===== src/rtl/mc_control_if.sv =====
// Control-path bundle between the multicycle MIPS controller and its datapath/memory.
// The controller drives the mux selects and enables; the datapath returns IR fields and flags.
interface mc_control_if;
    logic [5:0] opcode;
    logic [5:0] funct;
    logic       zero;
    logic       sov;
    logic       mem_ready;
    logic [5:0] alu_func;
    logic       alu_src_a;
    logic [1:0] alu_src_b;
    logic       ext_zero;
    logic [1:0] pc_src;
    logic       pc_en;
    logic       i_or_d;
    logic       mem_read;
    logic       mem_write;
    logic       ir_write;
    logic       reg_write;
    logic       reg_dst;
    logic       mem_to_reg;
    logic       instr_done;
    logic       ovf;
    logic       err;
    logic [3:0] state;

    modport master (
        input  opcode, funct, zero, sov, mem_ready,
        output alu_func, alu_src_a, alu_src_b, ext_zero, pc_src, pc_en, i_or_d,
               mem_read, mem_write, ir_write, reg_write, reg_dst, mem_to_reg,
               instr_done, ovf, err, state
    );

    modport slave (
        output opcode, funct, zero, sov, mem_ready,
        input  alu_func, alu_src_a, alu_src_b, ext_zero, pc_src, pc_en, i_or_d,
               mem_read, mem_write, ir_write, reg_write, reg_dst, mem_to_reg,
               instr_done, ovf, err, state
    );
endinterface


===== src/rtl/mc_control.sv =====
// Multicycle MIPS main control FSM: Moore decode of the state register drives the datapath,
// memory accesses stall on mem_ready, and trapping add/sub/addi writes are suppressed on overflow.
module mc_control #(
    parameter int ILLEGAL_TRAP = 1
) (
    input  logic          clk,
    input  logic          rst_n,
    mc_control_if.master  bus
);
    localparam logic [3:0] FETCH     = 4'd0;
    localparam logic [3:0] DECODE    = 4'd1;
    localparam logic [3:0] MEM_ADDR  = 4'd2;
    localparam logic [3:0] MEM_READ  = 4'd3;
    localparam logic [3:0] MEM_WB    = 4'd4;
    localparam logic [3:0] MEM_WRITE = 4'd5;
    localparam logic [3:0] R_EXEC    = 4'd6;
    localparam logic [3:0] R_WB      = 4'd7;
    localparam logic [3:0] BRANCH    = 4'd8;
    localparam logic [3:0] JUMP      = 4'd9;
    localparam logic [3:0] I_EXEC    = 4'd10;
    localparam logic [3:0] I_WB      = 4'd11;
    localparam logic [3:0] JR        = 4'd12;

    localparam logic [5:0] OP_RTYPE = 6'h00;
    localparam logic [5:0] OP_J     = 6'h02;
    localparam logic [5:0] OP_BEQ   = 6'h04;
    localparam logic [5:0] OP_BNE   = 6'h05;
    localparam logic [5:0] OP_ADDI  = 6'h08;
    localparam logic [5:0] OP_ADDIU = 6'h09;
    localparam logic [5:0] OP_SLTI  = 6'h0A;
    localparam logic [5:0] OP_ANDI  = 6'h0C;
    localparam logic [5:0] OP_ORI   = 6'h0D;
    localparam logic [5:0] OP_XORI  = 6'h0E;
    localparam logic [5:0] OP_LW    = 6'h23;
    localparam logic [5:0] OP_SW    = 6'h2B;

    localparam logic [5:0] F_JR  = 6'h08;
    localparam logic [5:0] F_ADD = 6'h20;
    localparam logic [5:0] F_SUB = 6'h22;

    localparam logic [5:0] ALU_ADD = 6'h20;
    localparam logic [5:0] ALU_SUB = 6'h22;
    localparam logic [5:0] ALU_AND = 6'h24;
    localparam logic [5:0] ALU_OR  = 6'h25;
    localparam logic [5:0] ALU_XOR = 6'h26;
    localparam logic [5:0] ALU_SLT = 6'h2A;

    logic [3:0] state_q;
    logic [3:0] state_d;
    logic       ovf_q;
    logic       err_q;
    logic       funct_ok;
    logic       illegal;

    always_comb begin
        funct_ok = 1'b0;
        case (bus.funct)
            6'h00, 6'h02, 6'h03, 6'h20, 6'h22,
            6'h24, 6'h25, 6'h26, 6'h27, 6'h2A: funct_ok = 1'b1;
            default:                          funct_ok = 1'b0;
        endcase
    end

    always_comb begin
        state_d = state_q;
        illegal = 1'b0;
        case (state_q)
            FETCH:     if (bus.mem_ready) state_d = DECODE;
            DECODE: begin
                case (bus.opcode)
                    OP_RTYPE: begin
                        if (bus.funct == F_JR) state_d = JR;
                        else if (funct_ok)     state_d = R_EXEC;
                        else begin
                            state_d = FETCH;
                            illegal = 1'b1;
                        end
                    end
                    OP_LW, OP_SW:   state_d = MEM_ADDR;
                    OP_BEQ, OP_BNE: state_d = BRANCH;
                    OP_J:           state_d = JUMP;
                    OP_ADDI, OP_ADDIU, OP_SLTI,
                    OP_ANDI, OP_ORI, OP_XORI: state_d = I_EXEC;
                    default: begin
                        state_d = FETCH;
                        illegal = 1'b1;
                    end
                endcase
            end
            MEM_ADDR:  state_d = (bus.opcode == OP_LW) ? MEM_READ : MEM_WRITE;
            MEM_READ:  if (bus.mem_ready) state_d = MEM_WB;
            MEM_WRITE: if (bus.mem_ready) state_d = FETCH;
            R_EXEC:    state_d = R_WB;
            I_EXEC:    state_d = I_WB;
            default:   state_d = FETCH;
        endcase
    end

    always_ff @(posedge clk or negedge rst_n) begin
        if (!rst_n) begin
            state_q <= FETCH;
            ovf_q   <= 1'b0;
            err_q   <= 1'b0;
        end else begin
            state_q <= state_d;
            if (state_q == R_EXEC || state_q == I_EXEC) ovf_q <= bus.sov;
            if (illegal && ILLEGAL_TRAP != 0) err_q <= 1'b1;
        end
    end

    always_comb begin
        bus.alu_func   = '0;
        bus.alu_src_a  = 1'b0;
        bus.alu_src_b  = 2'd0;
        bus.ext_zero   = 1'b0;
        bus.pc_src     = 2'd0;
        bus.pc_en      = 1'b0;
        bus.i_or_d     = 1'b0;
        bus.mem_read   = 1'b0;
        bus.mem_write  = 1'b0;
        bus.ir_write   = 1'b0;
        bus.reg_write  = 1'b0;
        bus.reg_dst    = 1'b0;
        bus.mem_to_reg = 1'b0;
        bus.instr_done = 1'b0;
        bus.ovf        = 1'b0;
        case (state_q)
            FETCH: begin
                bus.mem_read  = 1'b1;
                bus.alu_src_b = 2'd1;
                bus.alu_func  = ALU_ADD;
                bus.ir_write  = bus.mem_ready;
                bus.pc_en     = bus.mem_ready;
            end
            DECODE: begin
                bus.alu_src_b  = 2'd3;
                bus.alu_func   = ALU_ADD;
                bus.instr_done = illegal;
            end
            MEM_ADDR: begin
                bus.alu_src_a = 1'b1;
                bus.alu_src_b = 2'd2;
                bus.alu_func  = ALU_ADD;
            end
            MEM_READ: begin
                bus.mem_read = 1'b1;
                bus.i_or_d   = 1'b1;
            end
            MEM_WB: begin
                bus.reg_write  = 1'b1;
                bus.mem_to_reg = 1'b1;
                bus.instr_done = 1'b1;
            end
            MEM_WRITE: begin
                bus.mem_write  = 1'b1;
                bus.i_or_d     = 1'b1;
                bus.instr_done = bus.mem_ready;
            end
            R_EXEC: begin
                bus.alu_src_a = 1'b1;
                bus.alu_func  = bus.funct;
            end
            R_WB: begin
                bus.reg_dst    = 1'b1;
                bus.instr_done = 1'b1;
                bus.ovf        = ovf_q && (bus.funct == F_ADD || bus.funct == F_SUB);
                bus.reg_write  = !bus.ovf;
            end
            BRANCH: begin
                bus.alu_src_a  = 1'b1;
                bus.alu_func   = ALU_SUB;
                bus.pc_src     = 2'd1;
                bus.pc_en      = (bus.opcode == OP_BNE) ? !bus.zero : bus.zero;
                bus.instr_done = 1'b1;
            end
            JUMP: begin
                bus.pc_src     = 2'd2;
                bus.pc_en      = 1'b1;
                bus.instr_done = 1'b1;
            end
            I_EXEC: begin
                bus.alu_src_a = 1'b1;
                bus.alu_src_b = 2'd2;
                case (bus.opcode)
                    OP_SLTI: bus.alu_func = ALU_SLT;
                    OP_ANDI: bus.alu_func = ALU_AND;
                    OP_ORI:  bus.alu_func = ALU_OR;
                    OP_XORI: bus.alu_func = ALU_XOR;
                    default: bus.alu_func = ALU_ADD;
                endcase
                bus.ext_zero = (bus.opcode == OP_ANDI) || (bus.opcode == OP_ORI) ||
                               (bus.opcode == OP_XORI);
            end
            I_WB: begin
                bus.instr_done = 1'b1;
                bus.ovf        = ovf_q && (bus.opcode == OP_ADDI);
                bus.reg_write  = !bus.ovf;
            end
            JR: begin
                bus.pc_src     = 2'd3;
                bus.pc_en      = 1'b1;
                bus.instr_done = 1'b1;
            end
            default: ;
        endcase
        // Reset holds every enable low while still presenting the FETCH mux values.
        if (!rst_n) begin
            bus.pc_en      = 1'b0;
            bus.ir_write   = 1'b0;
            bus.reg_write  = 1'b0;
            bus.mem_write  = 1'b0;
            bus.instr_done = 1'b0;
            bus.ovf        = 1'b0;
        end
    end

    assign bus.err   = err_q;
    assign bus.state = state_q;
endmodule


===== src/flat_wrapper.sv =====
// flat-port wrapper written by rule: the top's interface ports become plain ports
module mc_control_flat 
#(
    parameter int ILLEGAL_TRAP = 1
)
  (clk, rst_n, bus_opcode, bus_funct, bus_zero, bus_sov, bus_mem_ready, bus_alu_func, bus_alu_src_a, bus_alu_src_b, bus_ext_zero, bus_pc_src, bus_pc_en, bus_i_or_d, bus_mem_read, bus_mem_write, bus_ir_write, bus_reg_write, bus_reg_dst, bus_mem_to_reg, bus_instr_done, bus_ovf, bus_err, bus_state);
  mc_control_if bus_i ();
  input  logic clk;
  input  logic rst_n;
  input wire logic [$bits(bus_i.opcode)-1:0] bus_opcode;
  input wire logic [$bits(bus_i.funct)-1:0] bus_funct;
  input wire logic [$bits(bus_i.zero)-1:0] bus_zero;
  input wire logic [$bits(bus_i.sov)-1:0] bus_sov;
  input wire logic [$bits(bus_i.mem_ready)-1:0] bus_mem_ready;
  output wire logic [$bits(bus_i.alu_func)-1:0] bus_alu_func;
  output wire logic [$bits(bus_i.alu_src_a)-1:0] bus_alu_src_a;
  output wire logic [$bits(bus_i.alu_src_b)-1:0] bus_alu_src_b;
  output wire logic [$bits(bus_i.ext_zero)-1:0] bus_ext_zero;
  output wire logic [$bits(bus_i.pc_src)-1:0] bus_pc_src;
  output wire logic [$bits(bus_i.pc_en)-1:0] bus_pc_en;
  output wire logic [$bits(bus_i.i_or_d)-1:0] bus_i_or_d;
  output wire logic [$bits(bus_i.mem_read)-1:0] bus_mem_read;
  output wire logic [$bits(bus_i.mem_write)-1:0] bus_mem_write;
  output wire logic [$bits(bus_i.ir_write)-1:0] bus_ir_write;
  output wire logic [$bits(bus_i.reg_write)-1:0] bus_reg_write;
  output wire logic [$bits(bus_i.reg_dst)-1:0] bus_reg_dst;
  output wire logic [$bits(bus_i.mem_to_reg)-1:0] bus_mem_to_reg;
  output wire logic [$bits(bus_i.instr_done)-1:0] bus_instr_done;
  output wire logic [$bits(bus_i.ovf)-1:0] bus_ovf;
  output wire logic [$bits(bus_i.err)-1:0] bus_err;
  output wire logic [$bits(bus_i.state)-1:0] bus_state;
  assign bus_i.opcode = bus_opcode;
  assign bus_i.funct = bus_funct;
  assign bus_i.zero = bus_zero;
  assign bus_i.sov = bus_sov;
  assign bus_i.mem_ready = bus_mem_ready;
  assign bus_alu_func = bus_i.alu_func;
  assign bus_alu_src_a = bus_i.alu_src_a;
  assign bus_alu_src_b = bus_i.alu_src_b;
  assign bus_ext_zero = bus_i.ext_zero;
  assign bus_pc_src = bus_i.pc_src;
  assign bus_pc_en = bus_i.pc_en;
  assign bus_i_or_d = bus_i.i_or_d;
  assign bus_mem_read = bus_i.mem_read;
  assign bus_mem_write = bus_i.mem_write;
  assign bus_ir_write = bus_i.ir_write;
  assign bus_reg_write = bus_i.reg_write;
  assign bus_reg_dst = bus_i.reg_dst;
  assign bus_mem_to_reg = bus_i.mem_to_reg;
  assign bus_instr_done = bus_i.instr_done;
  assign bus_ovf = bus_i.ovf;
  assign bus_err = bus_i.err;
  assign bus_state = bus_i.state;
  mc_control #(.ILLEGAL_TRAP(ILLEGAL_TRAP)) u_core (.clk(clk), .rst_n(rst_n), .bus(bus_i));
endmodule

===== config.mk =====
export PLATFORM = sky130hd
export DESIGN_NAME = mc_control_flat
export DESIGN_NICKNAME = d
export VERILOG_FILES = /design/src/rtl/mc_control_if.sv /design/src/rtl/mc_control.sv /design/src/flat_wrapper.sv
export SDC_FILE = /design/constraint.sdc
export NUM_CORES = 1
export LEC_CHECK = 0
export CAP_MARGIN = 15
export CORE_MARGIN = 4
export CORE_UTILIZATION = 40
export DETAILED_ROUTE_END_ITERATION = 6
export GPL_ROUTABILITY_DRIVEN = 0
export HOLD_SLACK_MARGIN = 0.1
export PLACE_DENSITY = 0.78
export SLEW_MARGIN = 15
export SYNTH_ARGS = -nofsm -noshare
export SYNTH_HDL_FRONTEND = slang
export SYNTH_SLANG_ARGS = --single-unit

===== constraint.sdc =====
create_clock -name clk -period 4.7 [get_ports clk]
set_clock_uncertainty 0.15 [all_clocks]
set_input_delay 0.47 -clock clk [delete_from_list [all_inputs] [get_ports clk]]
set_output_delay 0.47 -clock clk [all_outputs]
set_load 0.02 [all_outputs]

-- Word level (Yosys, flattened, before mapping)
Index checks and enable logic that the tools add are counted.
- add/sub/neg operators: 0
- $mul: 0
- divide/modulo/power cells: 0
- order comparisons: 0
- equal/unequal tests: 36
- shift operators: 0
- mux-type cells: 36
- bitwise operators: 0
- reduce and logical (&&, ||, !) cells: 25
- operators with widths (cell ; count):
    $eq A6 B6 Y1 const B ; 9
    $eq A6 B4 Y1 const B ; 7
    $pmux W4 S7 ; 1
    $pmux W6 S4 ; 1
    $eq A4 B4 Y1 const B ; 5
    $pmux W4 S5 ; 1
    $mux W1 ; 19
    $eq A6 B2 Y1 const B ; 3
    $eq A4 B3 Y1 const B ; 4
    $mux W4 ; 4
    $pmux W4 S4 ; 1
    $eq A6 B3 Y1 const B ; 2
    $logic_not A6 Y1 ; 2
    $pmux W2 S3 ; 2
    $reduce_or A2 Y1 ; 6
    $reduce_or A6 Y1 ; 2
    $reduce_or A11 Y1 ; 1
    $reduce_or A10 Y1 ; 1
    $pmux W1 S3 ; 3
    $eq A4 B2 Y1 const B ; 2
    $mux W3 ; 2
    $ne A2 B2 Y1 const B ; 3
    $eq A4 B1 Y1 const B ; 1
    $logic_not A4 Y1 ; 1
    other kinds (7) ; 14
- register bits after elaboration: 6
- bits in latches: 0
- memory bits (writable): 0
- bits in read-only memories: 0
- input bits: 17
- output and inout port bits: 27
- logic and storage cells: 100
- memories: 0

-- Longest topological paths before layout
Gate-level depths: netlist of run 1.
- word-level depth: 9
- mapped depth: 6
- mapped depth without buffers: 6

-- Least setup slack after synthesis of run 1
OpenSTA, ideal clock, no wires.
- path type: reg2out
- start point: register u_core.state_q[1], in the netlist u_core.bus.state[1]
- end point: output port bus_instr_done
- data arrival time: 2.003 ns
- required time: 4.080 ns
- setup slack: 2.077 ns
- cell stages (with the launch flop): 6
- path buffers: 1
- cell sequence: dfrtp_1 > clkbuf_1 > nor3_1 > nand2_1 > a2111oi_1 > a22o_1
- longest elaborated chain between the ends: 4
- elaborated cells on any way between the ends: 12
- classes of those cells: 8 x eq/ne; 3 x mux; 1 x reduce/logical
- RTL lines (what ; line ; RTL):
    from (decl) ; mc_control.sv:48 ; logic [3:0] state_q;
    from (signal assigned) ; mc_control.sv:105 ; state_q <= state_d;
    $eq A4 B3 Y1, or another cell as far along ; mc_control.sv:127 ; case (state_q)
    $reduce_or A6 Y1 (no source line) or $mux W1 (tied branches) ; -- ;
    $pmux W1 S3 (*) ; mc_control.sv:127 ;
    $mux W1 (*) ; mc_control.sv:207 ; if (!rst_n) begin
    to (decl) ; flat_wrapper.sv:28 ; output wire logic [$bits(bus_i.instr_done)-1:0] bus_instr_done;
Mark *: on every way between the ends. The rest lies on a longest branch, timed or not.

-- Worst setup path in the final report of run 1
- start point: input port bus_opcode[2]
- end point: output port bus_instr_done
- longest elaborated chain between the ends: 6
- elaborated cells on any way between the ends: 17
- classes of those cells: 11 x eq/ne; 4 x mux; 2 x reduce/logical
- RTL lines (what ; line ; RTL):
    from (decl) ; flat_wrapper.sv:10 ; input wire logic [$bits(bus_i.opcode)-1:0] bus_opcode;
    $eq A6 B6 Y1, or another cell as far along ; mc_control.sv:70 ; case (bus.opcode)
    $reduce_or A11 Y1 (no source line) ; -- ;
    $pmux W1 S2 (*) ; mc_control.sv:70 ;
    $mux W1 (*) ; mc_control.sv:67 ; case (state_q)
    $pmux W1 S3 (*) ; mc_control.sv:127 ;
    $mux W1 (*) ; mc_control.sv:207 ;
Marks and branches as above.

==> results summary, run 1 <==
In this run the standard cell core region covers 2250 sq um. The first global-routing pass estimated 5050 um of wire. The total CTS buffers came out at 3. The worst setup path is launched from a primary input. The worst setup slack after layout came out at between 0.9 and 1 ns. Dividing total power by cell area gives a power density of between 150 and 200 nW/um^2. The critical path data required time is just over 4 ns. The aggregate global-route resource usage is about a fifth. Entering global routing, the biggest net connects 20 pins. In this run, the number of DRC markers left after iteration 0 of detailed routing was 51. The post-CTS setup-driven buffer insertion count came out at 0. The worst setup path is of the in -> out kind.

The total number of vias is 1318. In this run the number of H-tree levels came out at 1. The initial core utilization is a little over two fifths. The clock transition time at the flip-flop clock pins of the worst setup and hold paths is 0.04 ns. The synthesized instance count came out at approximately 150.

The register area share after synthesis is around 16%. The leakage power is 0.514 nW. Setup repair after global routing left no endpoint under its margin. The pre-CTS setup slack is ~1.0 ns. The maximum root-to-sink buffer count came out at 2. The kind of cell adding the most delay to the critical path is buffers and inverters. In the synthesized netlist the dominant register cell turns out to be sky130_fd_sc_hd__dfrtp_1. The clock latency at the later pin of the worst-skew pair came out at around 0.25 ns. The maximum single-stage delay on the critical path came out at slightly below 0.6 ns. After detailed routing, the number of vias per cell comes to 6.22. STA puts the critical path data arrival time at 3.10 ns. Buffers placed on the I/O ports in this run total 43. Traced cell by cell, the critical path runs through clkdlybuf4s50_1 > or4_1 > or4_1 > a31oi_1 > a2111oi_1 > a22o_1 > clkdlybuf4s50_1. The area of the mapped netlist came out at ~960 sq um. The fraction of the cycle the final worst path needs came out at between 70% and 80%. The number of failing setup endpoints in the final timing report is 0. In this run the mean area of a mapped cell was about 6.4 sq um. The die covers around 3200 sq um. The detail-routed net length per standard cell is between 15 and 20 um.

The number of different library cells in the post-synthesis netlist is 45. The cell type with the largest total area after synthesis is sky130_fd_sc_hd__dfrtp_1. The final wirelength came out at approximately 3200 um. The via count of the first global-routing pass came out at 1128.

Once the clock tree was built, the resizer swapped 0 gates to a different size. The synthesized net count is ~170. The async set-or-reset flop fraction in the synthesized netlist is 100%.

The buffer type at the clock tree root is sky130_fd_sc_hd__clkbuf_4. The aggregate negative setup slack came out at 0 ns. The startpoint of the worst register-to-register path is u_core.bus.state[1]. Along the worst path, the maximum fanout reaches 11.

After floorplanning, the core was divided into 17 placement rows. The most common cell in the synthesized netlist is sky130_fd_sc_hd__nor2_1. The tightest slew margin relative to the limit is roughly 60%. Yosys attributes the largest share of cell area to sky130_fd_sc_hd__dfrtp_1 16%, sky130_fd_sc_hd__nor2_1 7.1%, sky130_fd_sc_hd__a21oi_1 5.2%. The transition at the pin with the smallest max-transition slack came out at approximately 0.57 ns. The hold violation count in the final report is 0. The buffer and inverter count on the worst path came out at 2. Detailed placement ended at an HPWL of between 2000 and 2500 um.

The max-slew violation count came out at 0. The count of yosys warnings during synthesis came out at 0. The TritonCTS clock tree is done. The final routed DRC violation total came out at 0. The count of hold buffers inserted by post-cts repair came out at 0. The die width came out at approximately 57 um. The startpoint identified for the worst hold timing path is u_core.bus.err. The vertical extent of the die came out at 56.9 um. The number of routed nets with antenna violations came out at 0.

The count of inserted antenna diode cells came out at 0. The post-route netlist has around 2.7% of its cells at a drive strength greater than 1. The number of detailed-route iterations in the first pass is 5.

The number of enable flip-flop cells after synthesis is 0. The worst setup path is captured at a primary output. The number of top-level design ports came out at between 40 and 50. The slowest cell on the critical path is sky130_fd_sc_hd__or4_1. The final critical-path required period came out at between 3 and 4 ns. Counting flops and latches in the post-synthesis netlist gives 6. The worst-case IR drop observed on VDD is 0.000178 V.

The layout net count came out at 203. The top-area cell type share of the netlist area came out at 15.7%. After synthesis, the most frequently instantiated cells are 18 x sky130_fd_sc_hd__nor2_1, 12 x sky130_fd_sc_hd__nand2_1, 10 x sky130_fd_sc_hd__a21oi_1, 10 x sky130_fd_sc_hd__clkbuf_1. The flow ran to the end, and the final reports show no timing, DRC or antenna violations.

The min-delay analysis places its worst path in the category reg -> reg. The first element of the critical path is bus_opcode[2]. The total overflow left after global routing is 0.

The total of max-cap violations is 0. The area growth from synthesis to layout is 45.9%. The number of antenna violations at the first check in global routing is 0. Clock tree synthesis found a total of 6 sinks. The highest achievable clock rate came out at around 0.27 GHz.
==> power breakdown <==
part,switching (mW),total [mW],internal [mW]
Sequential,0.00957,0.0636,0.0540
Clock,0.0192,0.0481,0.0289
Combinational,0.0563,0.105,0.0489
Total,0.0851,0.217,0.132
==> metrics by stage <==
| stage | hold slack [ns] | total power [mW] | area, sq um | std cells | util [%] |
|---|---|---|---|---|---|
| 3_5_place_dp | 0.305 | 0.168 | 1370 | 209 | 60.9 |
| 4_1_cts | 0.318 | 0.217 | 1400 | 212 | 61.9 |
| 6_report | 0.317 | 0.217 | 1400 | 212 | 61.9 |
| 5_1_grt | 0.342 | 0.230 | 1400 | 212 | 61.9 |
| 3_3_place_gp | 0.322 | 0.167 | 1370 | 209 | 60.9 |
| 2_1_floorplan | 0.0244 | 0.121 | 957 | 149 | - |
==> routing by layer <==
metal	track usage, %	wire length (um)
met1	24.9	1310
met2	32.6	1520
met3	2.53	281
met4	4.97	83
met5	0	0
==> area by class of cell <==
cell class	count	area [sq um]
fill	230	858
multi-input combinational	123	724
timing repair buffer	43	430
sequential	6	150
tap	28	35.0
inverter	9	33.8
clock buffer	3	22.5
==> final timing paths <==
| check | cells past startpoint | slack [ns] | end |
|---|---|---|---|
| setup / recovery | 7 | 0.98 | bus_instr_done |
| setup reg to reg | 4 | 2.77 | u_core.bus.err |
| hold / removal | 1 | 0.32 | u_core.bus.err |
| min in group asynchronous | 1 | 0.38 | u_core.bus.state[1] |
| hold reg to reg | 1 | 0.32 | u_core.bus.err |
| max in group asynchronous | 1 | 3.73 | u_core.bus.err |
==> placed cells by master (no fill, tap or decap), drive strengths merged, types with 3 or more instances in the layout <==
cell,netlist,layout
clkdlybuf4s50,0,43
nor2,18,18
nand2,12,12
a21oi,10,10
inv,9,9
o21ai,9,9
nand2b,8,8
nor3,7,7
dfrtp,6,6
nand3,5,5
nor2b,5,5
nand4,3,3
o32ai,3,3
a31oi,3,3
nor4,3,3
o22ai,3,3
clkbuf,10,3
==> state kept, by name, indices dropped and copies added, names as in the netlist <==
| name | cells |
|---|---|
| u_core.ovf_q | 1 |
| u_core.bus.state | 4 |
| u_core.bus.err | 1 |
==> cells by family (layout without fill, tap and decap cells) <==
kind of cell	Yosys count	in the layout	share of synthesized area (%)
AOI/OAI and AO/OA	47	47	33.5
buffers and inverters	20	55	8.63
DFF	6	6	15.7
and+or+nand+nor	72	72	38.3
muxes	1	1	1.18
xor gates and xnor gates	3	3	2.75
Power figures use the tool's default switching activity.
==> run 2: changes to the inputs <==
CORE_UTILIZATION = 37   (was 40)
PLACE_DENSITY = 0.76   (was 0.78)
clock period = 3.32 ns   (was 4.7 ns; I/O delays follow)
==> results summary, run 2 (same netlist as run 1, synthesis figures left out) <==
The highest achievable clock rate is 0.308 GHz. The via count of the first global-routing pass was 1179 (+4.5%). The final critical-path required period is ~3.2 ns. The count of hold buffers inserted by post-cts repair is 0 (unchanged). The worst setup path is launched from a primary input. The critical path arrival came out at 2.76 ns (-0.34 ns). Compared with the post-synthesis result, the final layout area differs by 53.2%. The count of inserted antenna diode cells came out at 0 (unchanged). The startpoint of the worst register-to-register path is u_core.bus.state[3]. The layout net count is 212 (+4.4%).

The worst hold path belongs to the class in -> async. The run finished with clean final reports. The setup path with the least slack is of type in -> out.

The final wirelength was 3120 um (-2.4%). The deepest level of the CTS H-tree is 1 (unchanged). The cell total after placement is 220 (+5.3%). The first-pass GRT wire length is 5260 um (+4.1%). The worst-path maximum fanout came out at 2 (-9).

The largest net degree at the start of global routing is 17 (-15%). The library cell used most frequently in the layout, excluding fill and tap cells, is sky130_fd_sc_hd__clkdlybuf4s50_1. The register-to-register path setup slack was 1.57 ns (-1.20 ns). The critical path data required time came to 2.84 ns (-1.24 ns). The number of routed nets with antenna violations is 0 (unchanged).

The area of the die came to 3460 sq um (+7.0%). The number of antenna violations at the first check in global routing came out at 0 (unchanged). Setup repair after global routing left no endpoint under its margin. The aggregate global-route resource usage is 19.0% (-0.060 points). Leaving out fill and tap cells, the most frequent cells in the layout are 43 x sky130_fd_sc_hd__clkdlybuf4s50_1, 18 x sky130_fd_sc_hd__nor2_1, 12 x sky130_fd_sc_hd__nand2_1.

The final cell count without fillers is 223 (+5.2%). The final routed DRC violation total is 0 (unchanged). In this run the worst setup path terminates at bus_instr_done. The leakage power is 0.559 nW (+8.8%). The half-perimeter wire length after placement is 2500 um (+1.0%). The initial core utilization came out at 38.6% (-3.8 points).

The max-slew violation count is 0 (unchanged). The depth of the most critical reg-to-reg path was 4 (unchanged). The maximum root-to-sink buffer count came out at 2 (unchanged).

The detail-routed net length per standard cell is 14.0 um (-7.2%). In this run the critical register-to-register path is captured at u_core.bus.err. The total CTS buffers came out at 3 (unchanged).

The number of top-level design ports came out at 44 (unchanged). The sink count of the clock tree came out at 6 (unchanged). The count of standard-cell rows came to 18 (+1).

Tracing the worst setup path back leads to its startpoint at bus_opcode[3]. The clock transition time at the flip-flop clock pins of the worst setup and hold paths is 0.04 ns (about the same). The number of fillers in the final layout is 248 (+7.8%). The die width was 58.9 um (+3.4%). The number of flip-flops under the largest register name came out at 4 (unchanged). STA classifies the critical path endpoint as a primary output.

The tree is rooted in a sky130_fd_sc_hd__clkbuf_4. The post-CTS setup-driven buffer insertion count came out at 0 (unchanged). The total grt overflow is 0 (unchanged). The clock latency at the later pin of the worst-skew pair was 0.25 ns (about the same).

The number of violations reported at the end of detailed-routing iteration 0 came out at 74 (+45%). TritonCTS built the clock tree. The fraction of final layout cells with drive strength greater than 1 was 7.25% (+4.5 points). The vertical extent of the die came out at 58.9 um (+3.4%). The port buffer count came to 43 (unchanged). The via density per instance came out at 5.72 (-8.0%). The number of failing setup endpoints in the final timing report came out at 0 (unchanged). The power density of the placed cells came out at 214 nW/um^2 (+37%). The hold violation count in the final report is 0 (unchanged). The aggregate negative setup slack is 0 ns (unchanged). The post-cts gate resize count came to 0 (unchanged). The standard cell core area is 2480 sq um (+9.9%). The total number of vias is 1276 (-3.2%). After layout, the worst path uses a little over nine tenths of the clock period. The tightest slew margin relative to the limit is 62.4% (+0.68 points). The transition at the pin with the smallest max-transition slack is 0.562 ns (-0.0115 ns). The peak supply drop is 0.000183 V (+2.8%). The total of max-cap violations came out at 0 (unchanged). The number of detailed-route iterations in the first pass is 4 (-1).
==> run 2: cell count changes in the layout (fill, tap and decap cells not counted), sizes merged <==
| cell | before | now |
|---|---|---|
| buf | 0 | 9 |
==> run 2: worst min path at each step <==
stage / endpoint / startpoint
2_1_floorplan: u_core.bus.err / rst_n
3_3_place_gp: u_core.bus.err / u_core.bus.err
3_5_place_dp: u_core.bus.err / u_core.bus.err
4_1_cts: u_core.bus.state[1] / rst_n
5_1_grt: u_core.bus.state[1] / rst_n
6_report: u_core.bus.state[1] / rst_n
==> run 2: layout make-up <==
| type | count | area [sq um] | area share, % |
|---|---|---|---|
| multi-input cells | 123 | 724 | 49.4 |
| repair buffers | 52 | 498 | 34.0 |
| flip-flops and latches | 6 | 150 | 10.2 |
| well taps | 30 | 37.5 | 2.56 |
| inverters | 9 | 33.8 | 2.30 |
| clock buffers | 3 | 22.5 | 1.54 |
==> run 2: report_power, final <==
part | total [mW] | switching (mW) | internal, mW | leakage (nW)
logic | 0.167 | 0.0899 | 0.0767 | 0.469
clock network | 0.0667 | 0.0259 | 0.0408 | 0.0138
registers | 0.0798 | 0.00311 | 0.0767 | 0.0768
total | 0.313 | 0.119 | 0.194 | 0.559
==> run 2: critical path: stages <==
cell and delay (ns):
sky130_fd_sc_hd__clkdlybuf4s50_1 0.41, sky130_fd_sc_hd__or4_1 0.56, sky130_fd_sc_hd__or4_1 0.41, sky130_fd_sc_hd__a31oi_1 0.21, sky130_fd_sc_hd__a2111oi_1 0.11, sky130_fd_sc_hd__a22o_1 0.21
sky130_fd_sc_hd__clkdlybuf4s50_1 0.53
==> run 2: routing by layer <==
metal	global-route usage, %	share of wire (%)	vias to the layer above
met5	0	0	-
met3	2.63	8.2	2
met4	2.91	0.51	0
li1	-	-	640
met1	24.8	41	574
met2	33.6	50	60
==> run 2: per-stage QoR <==
step	area, sq um	total power [mW]	worst slack [ns]	hold WS, ns	util [%]
floorplan	957	0.171	0.835	-0.114	-
global placement	1440	0.244	0.122	0.318	58.3
detailed placement	1440	0.247	0.0787	0.303	58.3
CTS	1470	0.315	0.0810	0.246	59.2
global route	1470	0.333	0.00631	0.259	59.2
finish	1470	0.313	0.0781	0.233	59.2
